`config.mk`:
```
export PLATFORM = sky130hd
export DESIGN_NAME = seg7_scan_driver
export DESIGN_NICKNAME = d
export VERILOG_FILES = /design/src/rtl/seg7_pkg.sv /design/src/rtl/seg7_glyph.sv /design/src/rtl/seg7_scan_driver.sv
export SDC_FILE = /design/constraint.sdc
export NUM_CORES = 1
export LEC_CHECK = 0
export CAP_MARGIN = 30
export CORE_MARGIN = 2
export CORE_UTILIZATION = 51
export CTS_CLUSTER_DIAMETER = 30
export CTS_CLUSTER_SIZE = 20
export DETAILED_ROUTE_END_ITERATION = 16
export GPL_ROUTABILITY_DRIVEN = 0
export MAX_ROUTING_LAYER = met4
export PLACE_DENSITY = 0.75
export REMOVE_ABC_BUFFERS = 1
export SLEW_MARGIN = 40
export SYNTH_ARGS = -nofsm -noshare
export SYNTH_HDL_FRONTEND = slang
export SYNTH_SLANG_ARGS = --single-unit
```
`constraint.sdc`:
```
create_clock -name clk -period 1.9 [get_ports clk]
set_input_delay 0.38 -clock clk [delete_from_list [all_inputs] [get_ports clk]]
set_output_delay 0.38 -clock clk [all_outputs]
set_load 0.02 [all_outputs]
```
`src/rtl/seg7_pkg.sv`:
```
`default_nettype none
// +----------------------------------------------------------------------------+
// | seg7_pkg                                                                   |
// | Segment bit order, glyph constants and blank code for the scan driver.     |
// | Revision: 1.0                                                              |
// +----------------------------------------------------------------------------+
package seg7_pkg;

    typedef logic [6:0] seg_t;

    // Bit positions inside seg_t (bit6..bit0 = g,f,e,d,c,b,a), active low
    localparam int c_seg_a = 0;
    localparam int c_seg_b = 1;
    localparam int c_seg_c = 2;
    localparam int c_seg_d = 3;
    localparam int c_seg_e = 4;
    localparam int c_seg_f = 5;
    localparam int c_seg_g = 6;

    localparam seg_t c_seg_blank = 7'h7F;

    localparam seg_t c_glyph_0 = 7'b1000000;
    localparam seg_t c_glyph_1 = 7'b1111001;
    localparam seg_t c_glyph_2 = 7'b0100100;
    localparam seg_t c_glyph_3 = 7'b0110000;
    localparam seg_t c_glyph_4 = 7'b0011001;
    localparam seg_t c_glyph_5 = 7'b0010010;
    localparam seg_t c_glyph_6 = 7'b0000010;
    localparam seg_t c_glyph_7 = 7'b1111000;
    localparam seg_t c_glyph_8 = 7'b0000000;
    localparam seg_t c_glyph_9 = 7'b0010000;
    localparam seg_t c_glyph_a = 7'b0001000;
    localparam seg_t c_glyph_b = 7'b0000011;
    localparam seg_t c_glyph_c = 7'b1000110;
    localparam seg_t c_glyph_d = 7'b0100001;
    localparam seg_t c_glyph_e = 7'b0000110;
    localparam seg_t c_glyph_f = 7'b0001110;

endpackage
`default_nettype wire

```
`src/rtl/seg7_glyph.sv`:
```
`default_nettype none
// +----------------------------------------------------------------------------+
// | seg7_glyph                                                                 |
// | Combinational nibble to active-low seven-segment glyph decode.             |
// | Revision: 1.0                                                              |
// +----------------------------------------------------------------------------+
module seg7_glyph #(
    parameter int HEX_MODE = 0
) (
    input  logic [3:0] nibble,
    output logic [6:0] seg
);
    import seg7_pkg::*;

    localparam bit c_hex = (HEX_MODE != 0);

    always_comb begin
        seg = c_seg_blank;
        case (nibble)
            4'h0: seg = c_glyph_0;
            4'h1: seg = c_glyph_1;
            4'h2: seg = c_glyph_2;
            4'h3: seg = c_glyph_3;
            4'h4: seg = c_glyph_4;
            4'h5: seg = c_glyph_5;
            4'h6: seg = c_glyph_6;
            4'h7: seg = c_glyph_7;
            4'h8: seg = c_glyph_8;
            4'h9: seg = c_glyph_9;
            4'ha: seg = c_hex ? c_glyph_a : c_seg_blank;
            4'hb: seg = c_hex ? c_glyph_b : c_seg_blank;
            4'hc: seg = c_hex ? c_glyph_c : c_seg_blank;
            4'hd: seg = c_hex ? c_glyph_d : c_seg_blank;
            4'he: seg = c_hex ? c_glyph_e : c_seg_blank;
            4'hf: seg = c_hex ? c_glyph_f : c_seg_blank;
        endcase
    end

endmodule
`default_nettype wire

```
`src/rtl/seg7_scan_driver.sv`:
```
`default_nettype none
// +----------------------------------------------------------------------------+
// | seg7_scan_driver                                                           |
// | Multiplexed 7-segment scanner with frame-synchronous load, LZ blanking,    |
// | per-digit blink and dead time between digit slots.                         |
// | Revision: 1.0                                                              |
// +----------------------------------------------------------------------------+
module seg7_scan_driver #(
    parameter int NUM_DIGITS   = 4,
    parameter int SCAN_DIV     = 50000,
    parameter int HEX_MODE     = 0,
    parameter int BLINK_FRAMES = 64
) (
    input  logic                      clk,
    input  logic                      rst_n,
    input  logic [4*NUM_DIGITS-1:0]   digits_in,
    input  logic [NUM_DIGITS-1:0]     dp_in,
    input  logic [NUM_DIGITS-1:0]     blink_in,
    input  logic                      load,
    input  logic                      lz_blank,
    input  logic                      en,
    output logic [6:0]                seg_n,
    output logic                      dp_n,
    output logic [NUM_DIGITS-1:0]     an_n,
    output logic                      frame_start
);
    import seg7_pkg::*;

    localparam int c_idx_w = (NUM_DIGITS > 1) ? $clog2(NUM_DIGITS) : 1;
    localparam int c_pre_w = $clog2(SCAN_DIV);
    localparam int c_frm_w = (BLINK_FRAMES > 1) ? $clog2(BLINK_FRAMES) : 1;

    localparam logic [c_idx_w-1:0] c_idx_last = c_idx_w'(NUM_DIGITS - 1);
    localparam logic [c_pre_w-1:0] c_pre_last = c_pre_w'(SCAN_DIV - 1);
    localparam logic [c_frm_w-1:0] c_frm_last = c_frm_w'(BLINK_FRAMES - 1);

    logic [c_pre_w-1:0]      r_pre;
    logic [c_idx_w-1:0]      r_idx;
    logic [c_frm_w-1:0]      r_frm;
    logic                    r_phase;
    logic [4*NUM_DIGITS-1:0] r_disp_dig;
    logic [NUM_DIGITS-1:0]   r_disp_dp;
    logic [NUM_DIGITS-1:0]   r_disp_blink;
    logic [4*NUM_DIGITS-1:0] r_pend_dig;
    logic [NUM_DIGITS-1:0]   r_pend_dp;
    logic [NUM_DIGITS-1:0]   r_pend_blink;
    logic                    r_pend;

    logic                    w_tc;
    logic                    w_frame_end;
    logic [NUM_DIGITS-1:0]   w_lz;
    logic                    w_zero_run;
    logic [NUM_DIGITS-1:0]   w_onehot;
    logic [3:0]              w_nib;
    logic                    w_dp_sel;
    logic                    w_blink_sel;
    logic                    w_lz_sel;
    logic [6:0]              w_glyph;
    logic                    w_blink_off;
    logic                    w_fs_next;

    assign w_tc        = en && (r_pre == c_pre_last);
    assign w_frame_end = w_tc && (r_idx == c_idx_last);

    always_ff @(posedge clk or negedge rst_n) begin
        if (!rst_n) begin
            r_pre   <= '0;
            r_idx   <= '0;
            r_frm   <= '0;
            r_phase <= 1'b0;
        end else if (en) begin
            if (w_tc) begin
                r_pre <= '0;
                r_idx <= (r_idx == c_idx_last) ? '0 : r_idx + 1'b1;
            end else begin
                r_pre <= r_pre + 1'b1;
            end
            if (w_frame_end) begin
                if (r_frm == c_frm_last) begin
                    r_frm   <= '0;
                    r_phase <= ~r_phase;
                end else begin
                    r_frm <= r_frm + 1'b1;
                end
            end
        end
    end

    // Transfer uses the buffer as it stood before this edge; a coincident load stays pending
    always_ff @(posedge clk or negedge rst_n) begin
        if (!rst_n) begin
            r_disp_dig   <= '0;
            r_disp_dp    <= '0;
            r_disp_blink <= '0;
            r_pend_dig   <= '0;
            r_pend_dp    <= '0;
            r_pend_blink <= '0;
            r_pend       <= 1'b0;
        end else begin
            if (w_frame_end && r_pend) begin
                r_disp_dig   <= r_pend_dig;
                r_disp_dp    <= r_pend_dp;
                r_disp_blink <= r_pend_blink;
            end
            if (load) begin
                r_pend_dig   <= digits_in;
                r_pend_dp    <= dp_in;
                r_pend_blink <= blink_in;
                r_pend       <= 1'b1;
            end else if (w_frame_end) begin
                r_pend <= 1'b0;
            end
        end
    end

    // Zero run from the most significant digit down; digit 0 is never part of it
    always_comb begin
        w_lz       = '0;
        w_zero_run = lz_blank;
        for (int k = NUM_DIGITS - 1; k >= 1; k--) begin
            w_zero_run = w_zero_run && (r_disp_dig[4*k +: 4] == 4'h0);
            w_lz[k]    = w_zero_run;
        end
    end

    always_comb begin
        w_onehot    = '0;
        w_nib       = 4'h0;
        w_dp_sel    = 1'b0;
        w_blink_sel = 1'b0;
        w_lz_sel    = 1'b0;
        for (int k = 0; k < NUM_DIGITS; k++) begin
            if (r_idx == c_idx_w'(k)) begin
                w_onehot[k] = 1'b1;
                w_nib       = r_disp_dig[4*k +: 4];
                w_dp_sel    = r_disp_dp[k];
                w_blink_sel = r_disp_blink[k];
                w_lz_sel    = w_lz[k];
            end
        end
    end

    seg7_glyph #(
        .HEX_MODE (HEX_MODE)
    ) u_glyph (
        .nibble (w_nib),
        .seg    (w_glyph)
    );

    assign w_blink_off = w_blink_sel && r_phase;
    assign w_fs_next   = en && (r_pre == '0) && (r_idx == '0);

    always_ff @(posedge clk or negedge rst_n) begin
        if (!rst_n) begin
            seg_n       <= c_seg_blank;
            dp_n        <= 1'b1;
            an_n        <= '1;
            frame_start <= 1'b0;
        end else if (!en) begin
            seg_n       <= c_seg_blank;
            dp_n        <= 1'b1;
            an_n        <= '1;
            frame_start <= 1'b0;
        end else begin
            seg_n       <= (w_lz_sel || w_blink_off) ? c_seg_blank : w_glyph;
            dp_n        <= ~(w_dp_sel && !w_blink_off);
            an_n        <= (r_pre == '0) ? '1 : ~w_onehot;
            frame_start <= w_fs_next;
        end
    end

endmodule
`default_nettype wire

```
==> out/metrics.cfg <==
[route]
avgViaCountPerCell = 5.33
drc = 0
wl_mm = 8.33
drtIter0Drc = 215
wire_per_inst_um = 16.1
dr_total_vias = 2759
first_pass_iters = 4
ant_nets = 0

[logic_synthesis]
yosysTopAreaCell = dfrtp_1
synth_cell_types = 43
synth_flop_cell = dfrtp_1
syn_area_um2 = 4040
syn_area_per_cell_um2 = 12.3
yosys_warnings = 0
synth_top_area_share_pct = 46.5
async_reset_ff_share_pct = 100
synthTopCellsByCount = dfrtp_1, mux2_2, nand2_1
synth-seq-area-share_pct = 54.3
yosysMostFrequentCell = dfrtp_1
synth_seq_cells = 87
synth_edf_count = 0
synth_top_cells_by_area = dfrtp_1, mux2_2, dfstp_2, mux2_4, ha_1
syn_inst = 328

[final_layout]
num_antenna_cells = 0
fillers = 550
nets = 452
fin_cells = 518
drive_gt1_share_pct = 35.6
register_area_um2 = 2190
final_util_pct = 68.5
multi_input_area_um2 = 1830
syn_to_final_growth_pct = 30.4

[timing]
period_minus_slack_ps = 2040
finalCritPeriodShare_pct = 107
setup-violations-final = 6
relSlewSlack_pct = 69.1
layout_setup_ws_ps = -142
worst_slew_pin_slew_ps = 463
fmax_mhz = 490
maxSlewViolCount = 0
hold_viol_final = 0
rsz0062_at_grt = true
fin_setup_tns_ps = -514
skew_ps = 16.4

[critical_path]
rr_startpoint = r_idx[0]
max_stage_delay_ps = 480
reg2regPathDepth = 9
cp_max_fo = 5
r2r_end = seg_n[0]
r2r_slack_ps = -140
worst_path_max_delay_cell = dfrtp_2
crit_path_end_kind = register
required_ps = 2170
crit_type = reg -> reg
arrival_ps = 2310
start_kind = register
path_cells = inv_4 > buf_6 > ha_4 > nand3b_1 > a221o_1 > buf_4 > ha_1 > a21boi_2 > o21ai_1

[power]
total_power_mw = 4.08
ir_drop_mv = 0.542
power_density_nw_per_um2 = 775
p_leak_nw = 2.38

[die]
num_rows = 32
die_area_um2 = 8640
initial_utilization_pct = 52.5
core_um2 = 7690
num_io_pins = 42
fp.dieH_um = 93.0
fp.dieW_um = 93.0

[grt]
grt_pass1_vias = 2892
grt_pass1_wl_mm = 14.1
grt_max_degree = 88
grt.total_usage_pct = 21.7
grt_antenna_before_repair = 0
grt_overflow = 0

[clock_network]
cts_sinks = 87
cts_hold_buf = 0
clkLatencyLatePin_ps = 360
cts_max_level = 3
clk_path_buf_depth = 2
cts_root_buf = clkbuf_8
cts.clk_slew.worst_paths_ps = 80
cts-buffers-inserted = 9
cts_tree = yes

[placement]
detailed_place_hpwl_mm = 5.45
dp_cells = 498
post-place-ws_ps = -315
numPortBuffers = 41

[run_status]
outcome = finished with violations
violations = setup timing

[min_path]
hold_class = in -> async

[run]
drv_cap = 0

==> logic make-up (layout without fill, tap and decap cells) <==
logic type	Yosys count	after routing	share of synthesized area (%)
AND/OR/NAND/NOR	93	93	12.3
AO/OA/AOI/OAI	44	44	7.47
buffers and inverters	27	115	3.19
adder cells (fa/ha/maj)	12	12	3.72
flip-flops	87	87	54.3
multiplexers	50	50	15.8
XOR/XNOR	15	15	3.25
==> worst max-delay path by stage <==
| stage | start | endpoint | slack (ps) |
|---|---|---|---|
| final | r_idx[0] | seg_n[0] | -140 |
| after global routing | r_idx[0] | seg_n[0] | -220 |
| after detailed placement | en | r_disp_dig[6] | -320 |
| after CTS | r_idx[0] | seg_n[3] | -70 |
| after global placement | en | r_disp_dp[0] | -280 |
| after floorplan | r_pre[0] | r_disp_blink[2] | -310 |
==> where the power goes <==
| part | internal [mW] | switching [mW] | leakage, nW |
|---|---|---|---|
| clock network | 0.912 | 0.647 | 0.120 |
| registers | 1.97 | 0.0960 | 1.09 |
| logic | 0.249 | 0.208 | 1.18 |
| total | 3.13 | 0.951 | 2.38 |
==> metal layers <==
metal / track usage, % / part of all wire (%)
met2: 34.3 / 50
met3: 3.82 / 4.3
met5: - / 0
met4: 8.82 / 2.1
met1: 27.9 / 44
==> through the flow <==
stage | cell area (um2) | hold WS, ps
finish | 5260 | 40.6
global route | 5260 | 68.9
CTS | 5180 | 61.2
detailed placement | 4850 | 451
global placement | 4850 | 446
floorplan | 3960 | 84.4
==> worst max-delay path: cells and delay by family (launching register included) <==
| family | cells | cell delay (ps) |
|---|---|---|
| flip-flops | 1 | 480 |
| AND/OR/NAND/NOR | 1 | 80 |
| adder cells (fa/ha/maj) | 2 | 370 |
| AO/OA/AOI/OAI | 3 | 660 |
| buffers and inverters | 3 | 390 |
==> state kept, by name, indices dropped and copies added (netlist names) <==
| name | cells |
|---|---|
| r_pend_blink | 4 |
| r_pend_dp | 4 |
| r_disp_dig | 16 |
| r_phase | 1 |
| r_idx | 2 |
| r_pend_dig | 16 |
| seg_n | 7 |
| dp_n | 1 |
| r_disp_blink | 4 |
| frame_start | 1 |
| r_pend | 1 |
| r_frm | 6 |
| an_n | 4 |
| r_disp_dp | 4 |
| r_pre | 16 |
==> layout make-up <==
class / count / area share (%)
clock buffers: 11 / 2.69
inverters: 13 / 0.975
repair buffers: 86 / 15.4
clock inverters: 5 / 2.02
well taps: 102 / 2.42
multi-input cells: 214 / 34.8
flip-flops and latches: 87 / 41.7
==> repair_timing <==
action / 4_1_cts / 5_1_grt
cloned: 0 / 0
setup buffers: 3 / 1
setup endpoints to repair: 8 / 33
gates resized for setup: 16 / 21
pin swaps: 5 / 11
==> cells in the final DEF, fill, tap and decap left out, types with 10 or more instances in the layout <==
cell and count:
buf_4 38, clkbuf_8 10, clkdlybuf4s50_1 40, dfrtp_1 73, dfstp_2 12, inv_1 10
mux2_2 29, mux2_4 20, nand2_1 24, nand4_1 11, nor2_1 14
Power figures use the tool's default switching activity.
